--- src/rtl/alu_issue_ctrl.sv ---
// alu_issue_ctrl: issue/writeback stage wrapped around an external Alu.
// Latches operands from a small register file, captures Alu results and hands them downstream.
module alu_issue_ctrl #(
  parameter int WIDTH = 4,
  parameter int NREGS = 4,
  parameter int CNT_W = 8
) (
  input  logic                     clk,
  input  logic                     rst,
  input  logic                     in_valid,
  output logic                     in_ready,
  input  logic [2:0]               in_sel,
  input  logic [$clog2(NREGS)-1:0] in_rd,
  input  logic [$clog2(NREGS)-1:0] in_rs1,
  input  logic [$clog2(NREGS)-1:0] in_rs2,
  input  logic                     wr_en,
  input  logic [$clog2(NREGS)-1:0] wr_addr,
  input  logic [WIDTH-1:0]         wr_data,
  output logic [WIDTH-1:0]         alu_a,
  output logic [WIDTH-1:0]         alu_b,
  output logic [2:0]               alu_sel,
  input  logic [WIDTH-1:0]         alu_y,
  input  logic [4:0]               alu_flags,
  output logic                     out_valid,
  input  logic                     out_ready,
  output logic [WIDTH-1:0]         out_y,
  output logic [4:0]               out_flags,
  output logic [$clog2(NREGS)-1:0] out_rd,
  output logic [4:0]               sticky_flags,
  input  logic                     clr_sticky,
  output logic [CNT_W-1:0]         ops_done
);

  // state | meaning
  // IDLE  | ready to accept an operation
  // EXEC  | latched operands on the Alu, result captured at end of cycle
  // RESP  | result presented downstream, waiting for out_ready
  typedef enum logic [1:0] {IDLE, EXEC, RESP} state_t;

  localparam int RW = $clog2(NREGS);

  state_t           state, state_nxt;
  logic [WIDTH-1:0] rf [NREGS];
  logic [WIDTH-1:0] op_a, op_b;
  logic [2:0]       sel_q;
  logic [RW-1:0]    rd_q;

  assign alu_a   = op_a;
  assign alu_b   = op_b;
  assign alu_sel = sel_q;

  always_ff @(posedge clk) begin
    if (rst) state <= IDLE;
    else     state <= state_nxt;
  end

  always_comb begin
    state_nxt = state;
    in_ready  = 1'b0;
    out_valid = 1'b0;
    case (state)
      IDLE: begin
        in_ready = 1'b1;
        if (in_valid) state_nxt = EXEC;
      end
      EXEC: state_nxt = RESP;
      RESP: begin
        out_valid = 1'b1;
        if (out_ready) state_nxt = IDLE;
      end
      default: state_nxt = IDLE;
    endcase
  end

  // Writeback is assigned after the host write so it wins on an index collision.
  always_ff @(posedge clk) begin
    if (rst) begin
      for (int i = 0; i < NREGS; i++) rf[i] <= '0;
      op_a         <= '0;
      op_b         <= '0;
      sel_q        <= '0;
      rd_q         <= '0;
      out_y        <= '0;
      out_flags    <= '0;
      out_rd       <= '0;
      sticky_flags <= '0;
      ops_done     <= '0;
    end else begin
      if (wr_en) rf[wr_addr] <= wr_data;

      if (state == IDLE && in_valid) begin
        op_a  <= rf[in_rs1];
        op_b  <= rf[in_rs2];
        sel_q <= in_sel;
        rd_q  <= in_rd;
      end

      if (state == EXEC) begin
        rf[rd_q]     <= alu_y;
        out_y        <= alu_y;
        out_flags    <= alu_flags;
        out_rd       <= rd_q;
        sticky_flags <= (clr_sticky ? 5'b0 : sticky_flags) | alu_flags;
      end else if (clr_sticky) begin
        sticky_flags <= '0;
      end

      if (out_valid && out_ready) ops_done <= ops_done + CNT_W'(1);
    end
  end

endmodule

--- config.mk ---
export PLATFORM = sky130hd
export DESIGN_NAME = alu_issue_ctrl
export DESIGN_NICKNAME = d
export VERILOG_FILES = /design/src/rtl/alu_issue_ctrl.sv
export SDC_FILE = /design/constraint.sdc
export NUM_CORES = 1
export LEC_CHECK = 0
export BUFFER_PORTS_ARGS = -buffer_cell sky130_fd_sc_hd__buf_2
export CAP_MARGIN = 25
export CORE_ASPECT_RATIO = 1.75
export CORE_MARGIN = 5
export CORE_UTILIZATION = 47
export DETAILED_ROUTE_END_ITERATION = 7
export PLACE_DENSITY = 0.73
export SKIP_CTS_REPAIR_TIMING = 1
export SLEW_MARGIN = 5
export SYNTH_ARGS = -nofsm -noshare
export SYNTH_HDL_FRONTEND = slang
export SYNTH_SLANG_ARGS = --single-unit
--- constraint.sdc ---
create_clock -name clk -period 1.75 [get_ports clk]
set_input_delay 0.175 -clock clk [delete_from_list [all_inputs] [get_ports clk]]
set_output_delay 0.175 -clock clk [all_outputs]
set_load 0.01 [all_outputs]
== Word level (Yosys, flattened, before mapping) ==
Memories as Yosys holds them, arrays and structs flattened. A register that Yosys moved wholly into a read port is not among the register bits.
Cells that the tools add are included.
W data, S select, Z words.

* Output and inout bits: 37
* Memories: 1
* Register bits after elaboration: 31
* Memory bits (writable): 16

* Bitwise gates (word level): 1
* Add/sub/neg operators: 1
* Reduce and logical (&&, ||, !) cells: 6
* Multiplexer cells: 21
* Equal/unequal tests: 4

{| class="wikitable"
|+ Memory list
! name !! depth !! width !! rd ports !! clocked after memory_dff !! write ports !! RTL line !! source
|-
| rf || 4 || 4 || 2 || 2 || 4 || 43 || <nowiki>logic [WIDTH-1:0] rf [NREGS];</nowiki>
|}

{| class="wikitable"
|+ Operator list
! cell !! number
|-
| $mux W1 || 12
|-
| $mux W5 || 2
|-
| $add A8 B1 Y8 const B || 1
|-
| $mux W2 || 4
|-
| $mux W4 || 2
|-
| $reduce_or A4 Y1 || 2
|-
| $pmux W2 S3 || 1
|-
| $or A5 B5 Y5 || 1
|-
| $ne A2 B2 Y1 const B || 2
|-
| $eq A2 B1 Y1 const B || 1
|-
| $eq A2 B2 Y1 const B || 1
|-
| $logic_and A1 B1 Y1 || 2
|-
| $logic_not A2 Y1 || 1
|-
| $reduce_and A2 Y1 || 1
|}

== Logic depth before layout (Yosys ltp) ==
Gate-level depths: netlist of the first run.

* Depth in word-level cells: 6
* Mapped depth: 5

== Worst setup path before layout of the first run ==
OpenSTA, ideal clock, no wires.

* Kind: register -> register
* Start: register state[1]
* End: memory rf[1][0], enable pin
* Period minus slack after synthesis: 1.541 ns
* Data required time: 1.368 ns
* Data arrival time: 1.159 ns
* Cell stages (with the launch flop): 3
* Path buffers: 1
* Setup slack: 0.209 ns
* Cell sequence: dfxtp_1 buf_4 o311ai_0

{| class="wikitable"
|+ RTL lines
! item !! RTL line !! source
|-
| start, declared || 42 || <nowiki>state_t state, state_nxt;</nowiki>
|-
| start signal, assigned || 54 || <nowiki>else state <= state_nxt;</nowiki>
|-
| end, declared || 43 ||
|}

==> results of run 1 <==
## critical path: stages (launching register included)
cell      delay (ps)
dfxtp_1          410
nor3b_2          320
nand3b_1         290
nand2_1          240
## path summary, 6_finish.rpt
path	endpoint	slack [ps]	depth (start not counted)
setup / recovery	rf[2][1]$_DFFE_PP_	200	3
setup reg to reg	rf[2][1]$_DFFE_PP_	200	3
hold / removal	alu_sel[2]$_SDFFE_PP0P_	100	3
hold reg to reg	alu_a[1]$_SDFFE_PP0P_	450	2
## metrics by stage
| step | cells | cell area, sq um | hold WS, ps |
|---|---|---|---|
| 2_1_floorplan | 247 | 2510 | 311 |
| 3_3_place_gp | 363 | 2900 | 418 |
| 3_5_place_dp | 363 | 2900 | 426 |
| 4_1_cts | 371 | 3010 | 95.0 |
| 5_1_grt | 371 | 3010 | 98.4 |
| 6_report | 371 | 3010 | 104 |
## per-layer routing
| layer | GRT usage [%] | vias to the layer above | wire length, um |
|---|---|---|---|
| met5 | 0 | - | 0 |
| met4 | 6.68 | 0 | 99 |
| met3 | 3.25 | 7 | 266 |
| met2 | 31.3 | 44 | 3010 |
| met1 | 17.9 | 923 | 2090 |
| li1 | - | 1023 | - |
## power groups by stage
stage | Clock (uW) | Sequential, uW | Combinational, uW
5_1_grt | 858 | 1420 | 338
3_5_place_dp | 0 | 1440 | 309
2_1_floorplan | 0 | 1440 | 178
4_1_cts | 819 | 1410 | 309
6_report | 802 | 1410 | 306
3_3_place_gp | 0 | 1440 | 304
## cell type report
class,instances,area [sq um],share of cell area (%)
flip-flops and latches,55,1260,41.9
repair buffers,73,383,12.7
clock buffers,7,108,3.58
clock inverters,1,5.00,0.166
inverters,7,26.3,0.873
well taps,55,68.8,2.29
multi-input cells,173,1160,38.5
## placed cells by master, fill, tap and decap left out, types with 2 or more instances in the layout
cell      Yosys  routed
inv_1         7       7
nand2_1      58      58
nand3b_4      2       2
o21ai_0       2       2
mux2i_1      10      10
dfxtp_1      39      39
buf_4         1       7
nor3b_2       3       3
nor2_1        7       7
buf_2         6      66
nor2b_1       3       3
nand2b_1      7       7
nand3_1       4       4
mux4_2        8       8
a22o_1        6       6
xor2_1        2       2
a21oi_1      34      34
clkbuf_8      0       6
o311ai_0      3       3
nand3b_1      2       2
nand4_1       2       2
or3_1         2       2
or2_2         2       2
o41ai_1       3       3
edfxtp_1     16      16
## kinds of logic after synthesis
logic type	Yosys count	share of synthesized area [%]
flip-flops	55	50.3
buffers and inverters	19	3.59
AND/OR/NAND/NOR	101	21.3
multiplexers	18	11.2
XOR/XNOR	2	0.698
AO/OA/AOI/OAI	51	12.4
adder cells (fa/ha/maj)	1	0.499
## registers in the layout, indices dropped and copies added, names as in the netlist
signal        cells
sticky_flags      5
out_flags         5
out_rd            2
rd_q              2
alu_sel           3
rf               16
alu_a             4
state             2
alu_b             4
out_y             4
ops_done          8
==> impl_metrics.tcl, run 1 <==
set metrics [dict create \
    status "finished, final reports clean" \
    skew_ps 6.71 \
    hold_violations 0 \
    crit_path_start_kind "flop" \
    synth_flop_cell "dfxtp_1" \
    syn-num-nets 278 \
    cts_buffer_depth 2 \
    finalCritPeriodShare_pct 88.5 \
    dr.pass1.iters 4 \
    r2r_start "state[0]$_SDFFE_PP0P_" \
    seq_power_share_pct 56.1 \
    fp-row-count 35 \
    drive_above_1_share_pct 31.0 \
    die_area_sq_um 6960 \
    ys_warn_count 0 \
    antenna_found_initial 0 \
    htree_num_levels 2 \
    grt_usage_pct 16.7 \
    worstHoldStart "in_sel[2]" \
    synth_cell_types 39 \
    overflow 0 \
    tns_ps 0 \
    cp-startpoint "state[0]$_SDFFE_PP0P_" \
    grt_max_degree 27 \
    synth_top_area_share_pct 31.1 \
    utilization_pct 57.7 \
    drv_slew 0 \
    num_antenna_cells 0 \
    p_per_area_nw_per_um2 838 \
    port_buffers 66 \
    insertion_delay_ps 300 \
    cp_max_fo 5 \
    synth_area_sq_um 2510 \
    wl_per_cell_um 14.7 \
    synth_top_area_cell "dfxtp_1" \
    setup_viol 0 \
    yosysMostFrequentCell "nand2_1" \
    cp_data_required_time_ps 1760 \
    die-height_um 107 \
    ys_ff_latch 55 \
    end_kind "flop" \
    tightest_slew_ps 751 \
    initial_core_util_pct 48.1 \
    hp-class "in -> reg" \
    clk_pin_slew_ps 100 \
    cp.arrival_ps 1560 \
    synth-edff-count 16 \
    clkPwrFrac_pct 31.8 \
    fillers 462 \
    p_switching_uw 604 \
    post-place-ws_ps 221 \
    slew_headroom_pct 49.7 \
    yosysSeqAreaShare_pct 50.3 \
    p_sw_share_pct 23.9 \
    cap_violations 0 \
    total_power_uw 2520 \
    area_growth_pct 20.0 \
    drc 0 \
    grt_pass1_wl_um 9130 \
    ys_top_cells_by_count "nand2_1, dfxtp_1, a21oi_1" \
    drt-vias-per-instance 5.38 \
    cts-root-buf "clkbuf_8" \
    min_period_ps 1550 \
    place_congestion 0.830 \
    die_w_um 65.2 \
    syn_avg_cell_area_sq_um 10.2 \
    async_flop_share_pct 0 \
    clock-sinks 55 \
    fin_nets 346 \
    cts_made_buffers 5 \
    ant_nets 0 \
    grt_pass1_vias 1981 \
    fin_ws_ps 202 \
    netlist_instances 247 \
    internal-power_uw 1920 \
    p_comb_share_pct 12.1 \
    fmax_mhz 646 \
    crit_type "reg -> reg" \
    grt_setup_unrepaired "no" \
    coreArea_sq_um 5210 \
    ir_worst_vdd_mv 0.388 \
    ioPinCount 67 \
    synth.area.top_cells "dfxtp_1, edfxtp_1, nand2_1, mux4_2, a21oi_1" \
    vias 1997 \
    p_leak_uw 0.00131 \
    dp_hpwl_um 4360 \
    drt-total-wl_um 5460 \
    drt-initial-drc-count 103 \
    cts_tree "yes" \
]
(Power assumes the default switching activity.)
==> run 2: changes to the inputs <==
- PLACE_DENSITY: 0.73 -> 0.75
- clock period: 1.75 -> 1.4 ns (I/O delays scaled with it)
==> impl_metrics.tcl, run 2 (same netlist as run 1, synthesis figures left out) <==
set metrics [dict create \
    cap_violations 0 \
    skew_ps 14.1 \
    ioPinCount 67 \
    grt_max_degree 24 \
    port_buffers 66 \
    top_register "rf" \
    dpl_cell_area_sq_um 3030 \
    place_congestion 0.888 \
    htree_num_levels 2 \
    final_cell_mix "buf_2, nand2_1, dfxtp_1" \
    num_antenna_cells 0 \
    fin_nets 362 \
    overflow 0 \
    drive_above_1_share_pct 36.4 \
    use_met1_pct 19.9 \
    status "finished, final reports clean" \
    hp-class "in -> reg" \
    vias 2120 \
    worstHoldStart "in_sel[0]" \
    cts_made_buffers 5 \
    drc 0 \
    largest_register_ff_count 16 \
    grt_usage_pct 18.0 \
    r2r_start "state[0]$_SDFFE_PP0P_" \
    dr.pass1.iters 5 \
    grt.met2_usage_pct 33.3 \
    final_common_cell "buf_2" \
    fin_ws_ps 39.5 \
    clk_pin_slew_ps 110 \
    fmax_mhz 735 \
    drt-vias-per-instance 5.48 \
    post-place-ws_ps -9.38 \
    stdcell_area_sq_um 3140 \
    p_per_area_nw_per_um2 991 \
    die_w_um 65.2 \
    min_period_ps 1360 \
    cp_max_fo 5 \
    drt-initial-drc-count 126 \
    total_power_uw 3110 \
    cp.arrival_ps 1360 \
    initial_core_util_pct 48.1 \
    slew_headroom_pct 77.2 \
    cp_data_required_time_ps 1400 \
    ir_worst_vdd_mv 0.608 \
    drt-total-wl_um 5850 \
    crit_type "reg -> reg" \
    grt_pass1_wl_um 9920 \
    setup_viol 0 \
    insertion_delay_ps 310 \
    fp-row-count 35 \
    drv_slew 0 \
    cts_tree "yes" \
    clock-sinks 55 \
    die_area_sq_um 6960 \
    die-height_um 107 \
    dp_hpwl_um 4680 \
    grt_pass1_vias 2143 \
    end_kind "flop" \
    hold_violations 0 \
    ant_nets 0 \
    cts_buffer_depth 2 \
    antenna_found_initial 0 \
    coreArea_sq_um 5210 \
    area_growth_pct 25.2 \
    p_leak_uw 0.00139 \
    fillers 448 \
    finalCritPeriodShare_pct 97.2 \
    top_regs "rf x16, ops_done x8" \
    cts-root-buf "clkbuf_8" \
    tightest_slew_ps 337 \
    grt_setup_unrepaired "yes" \
    cp-startpoint "state[0]$_SDFFE_PP0P_" \
    crit_path_start_kind "flop" \
    use_met3_pct 3.56 \
    wl_per_cell_um 15.1 \
    top_usage_layer "met2" \
]
[run 2: cell type report]
cell class	instances	area, sq um	area share, %
clock inverters	3	26.3	0.837
clock buffers	5	68.8	2.19
inverters	7	26.3	0.837
well taps	55	68.8	2.19
flip-flops and latches	55	1270	40.4
multi-input cells	173	1180	37.5
repair buffers	89	503	16.0
[run 2: critical path, cell delays in order, from the launching register on]
cell	delay (ps)
dfxtp_2	380
buf_4	130
nand3b_4	90
nor3b_4	200
a311o_1	250
[run 2: worst paths after layout]
kind	endpoint	slack (ps)	cells past startpoint
min reg2reg	alu_sel[1]$_SDFFE_PP0P_	460	2
max	rf[3][1]$_DFFE_PP_	40	4
max reg2reg	rf[3][1]$_DFFE_PP_	40	4
min	alu_sel[0]$_SDFFE_PP0P_	50	3
[run 2: stage by stage]
step	std cells	hold slack (ps)	utilization, %	setup TNS (ps)
2_1_floorplan	247	276	-	-26.0
3_3_place_gp	379	384	58.1	0
3_5_place_dp	379	388	58.1	-37.4
4_1_cts	387	43.9	59.9	-593
5_1_grt	387	42.2	60.3	-2.85
6_report	387	47.1	60.3	0
[run 2: per-layer routing]
layer / part of all wire, % / vias to the layer above
li1: - / 1052
met1: 38 / 991
met2: 56 / 67
met3: 4.6 / 10
met4: 1.8 / 0
met5: 0 / -
[run 2: report_power, final]
group / internal [uW] / switching [uW]
combinational: 203 / 225
clock: 369 / 551
sequential: 1720 / 49.7
total: 2290 / 826
==> run 3: changes to the inputs <==
- PLACE_DENSITY: 0.75 -> unset
- PLACE_DENSITY_LB_ADDON: unset -> 0.3
==> impl_metrics.tcl, run 3 (same netlist as run 1, synthesis figures left out) <==
set metrics [dict create \
    die-height_um 107 \
    fin_ws_ps -21.9 \
    setup_viol 1 \
    cts_made_buffers 5 \
    top_register "rf" \
    hold_violations 0 \
    htree_num_levels 2 \
    cp.arrival_ps 1540 \
    dr.pass1.iters 4 \
    overflow 0 \
    fmax_mhz 703 \
    grt_setup_unrepaired "yes" \
    end_kind "flop" \
    ir_worst_vdd_mv 0.549 \
    finalCritPeriodShare_pct 102 \
    largest_register_ff_count 16 \
    p_leak_uw 0.00142 \
    grt_max_degree 24 \
    crit_type "reg -> reg" \
    whs_path_depth 3 \
    ioPinCount 67 \
    skew_ps 8.28 \
    dp_hpwl_um 4470 \
    clock-sinks 55 \
    crit_path_start_kind "flop" \
    num_antenna_cells 0 \
    area_growth_pct 28.2 \
    port_buffers 66 \
    insertion_delay_ps 300 \
    hp-class "in -> reg" \
    wl_per_cell_um 15.2 \
    status "complete, but fails checks" \
    cp_data_required_time_ps 1520 \
    grt_usage_pct 17.0 \
    drt-vias-per-instance 5.38 \
    reg2regPathDepth 5 \
    initial_core_util_pct 48.1 \
    dpl_cell_area_sq_um 2990 \
    tightest_slew_ps 374 \
    final-seq-area_sq_um 1270 \
    grt_pass1_wl_um 9290 \
    fillers 449 \
    drive_above_1_share_pct 37.8 \
    grt_pass1_vias 1993 \
    coreArea_sq_um 5210 \
    cp_max_fo 4 \
    ant_nets 0 \
    slew_headroom_pct 74.7 \
    tns_ps -21.9 \
    p_per_area_nw_per_um2 1070 \
    failed_checks "negative setup slack" \
    final_common_cell "buf_2" \
    cts_buffer_depth 2 \
    antenna_found_initial 0 \
    final_cell_mix "buf_2, nand2_1, dfxtp_1" \
    cap_violations 0 \
    top_regs "rf x16, ops_done x8" \
    fin_nets 358 \
    place_congestion 0.867 \
    cts-root-buf "clkbuf_8" \
    drv_slew 0 \
    holdWs_ps 66.9 \
    cts_tree "yes" \
    fp-row-count 35 \
    drt-total-wl_um 5830 \
    drt-initial-drc-count 112 \
    multi_input_area_sq_um 1220 \
    die_w_um 65.2 \
    die_area_sq_um 6960 \
    stdcell_area_sq_um 3220 \
    min_period_ps 1420 \
    vias 2062 \
    clk_pin_slew_ps 90 \
    drc 0 \
]
[run 3: cell types whose count changed in the layout (fill, tap and decap cells not counted), sizes merged]
cell / before / now
buf: 89 / 85
bufinv: 0 / 2
clkbuf: 5 / 6
clkinv: 1 / 0
inv: 9 / 7
[run 3: path summary, 6_finish.rpt]
check,from,endpoint,slack [ps]
hold / removal,in_rd[0],rd_q[0]$_SDFFE_PP0P_,70
setup reg to reg,state[0]$_SDFFE_PP0P_,rf[3][2]$_DFFE_PP_,-20
setup / recovery,state[0]$_SDFFE_PP0P_,rf[3][2]$_DFFE_PP_,-20
hold reg to reg,out_rd[0]$_SDFFE_PP0N_,out_rd[0]$_SDFFE_PP0N_,450
[run 3: power breakdown]
part | internal, uW | switching (uW) | leakage (uW) | total (uW)
clock network | 728 | 501 | 0.0000751 | 1230
registers | 1720 | 50.8 | 0.000487 | 1770
logic | 206 | 224 | 0.000860 | 430
total | 2650 | 775 | 0.00142 | 3430
[run 3: final cells by class]
class,count,share of cell area (%)
sequential,55,39.4
multi-input combinational,173,38.0
timing repair buffer,85,15.2
clock buffer,6,2.92
tap,55,2.14
clock inverter,2,1.48
inverter,7,0.817
[run 3: worst max-delay path: stages, from the launching register on]
cell	delay, ps
dfxtp_2	350
buf_6	100
nand3b_4	90
nor3b_4	220
buf_4	190
mux2i_2	290
[run 3: through the flow]
step	instances	utilization (%)	power [uW]	worst slack [ps]
3_5_place_dp	374	57.3	2210	-141
2_1_floorplan	247	-	2030	-6.50
5_1_grt	383	61.7	3570	-87.3
6_report	383	61.7	3430	-21.9
3_3_place_gp	374	57.3	2200	-71.8
4_1_cts	382	60.0	3430	-167
[run 3: routing by layer]
| layer | up-vias | GRT usage, % | share of wire (%) |
|---|---|---|---|
| li1 | 1047 | - | - |
| met1 | 951 | 19.7 | 40 |
| met2 | 54 | 30.7 | 52 |
| met3 | 10 | 2.94 | 4.6 |
| met4 | 0 | 5.64 | 2.7 |
| met5 | - | 0 | 0 |
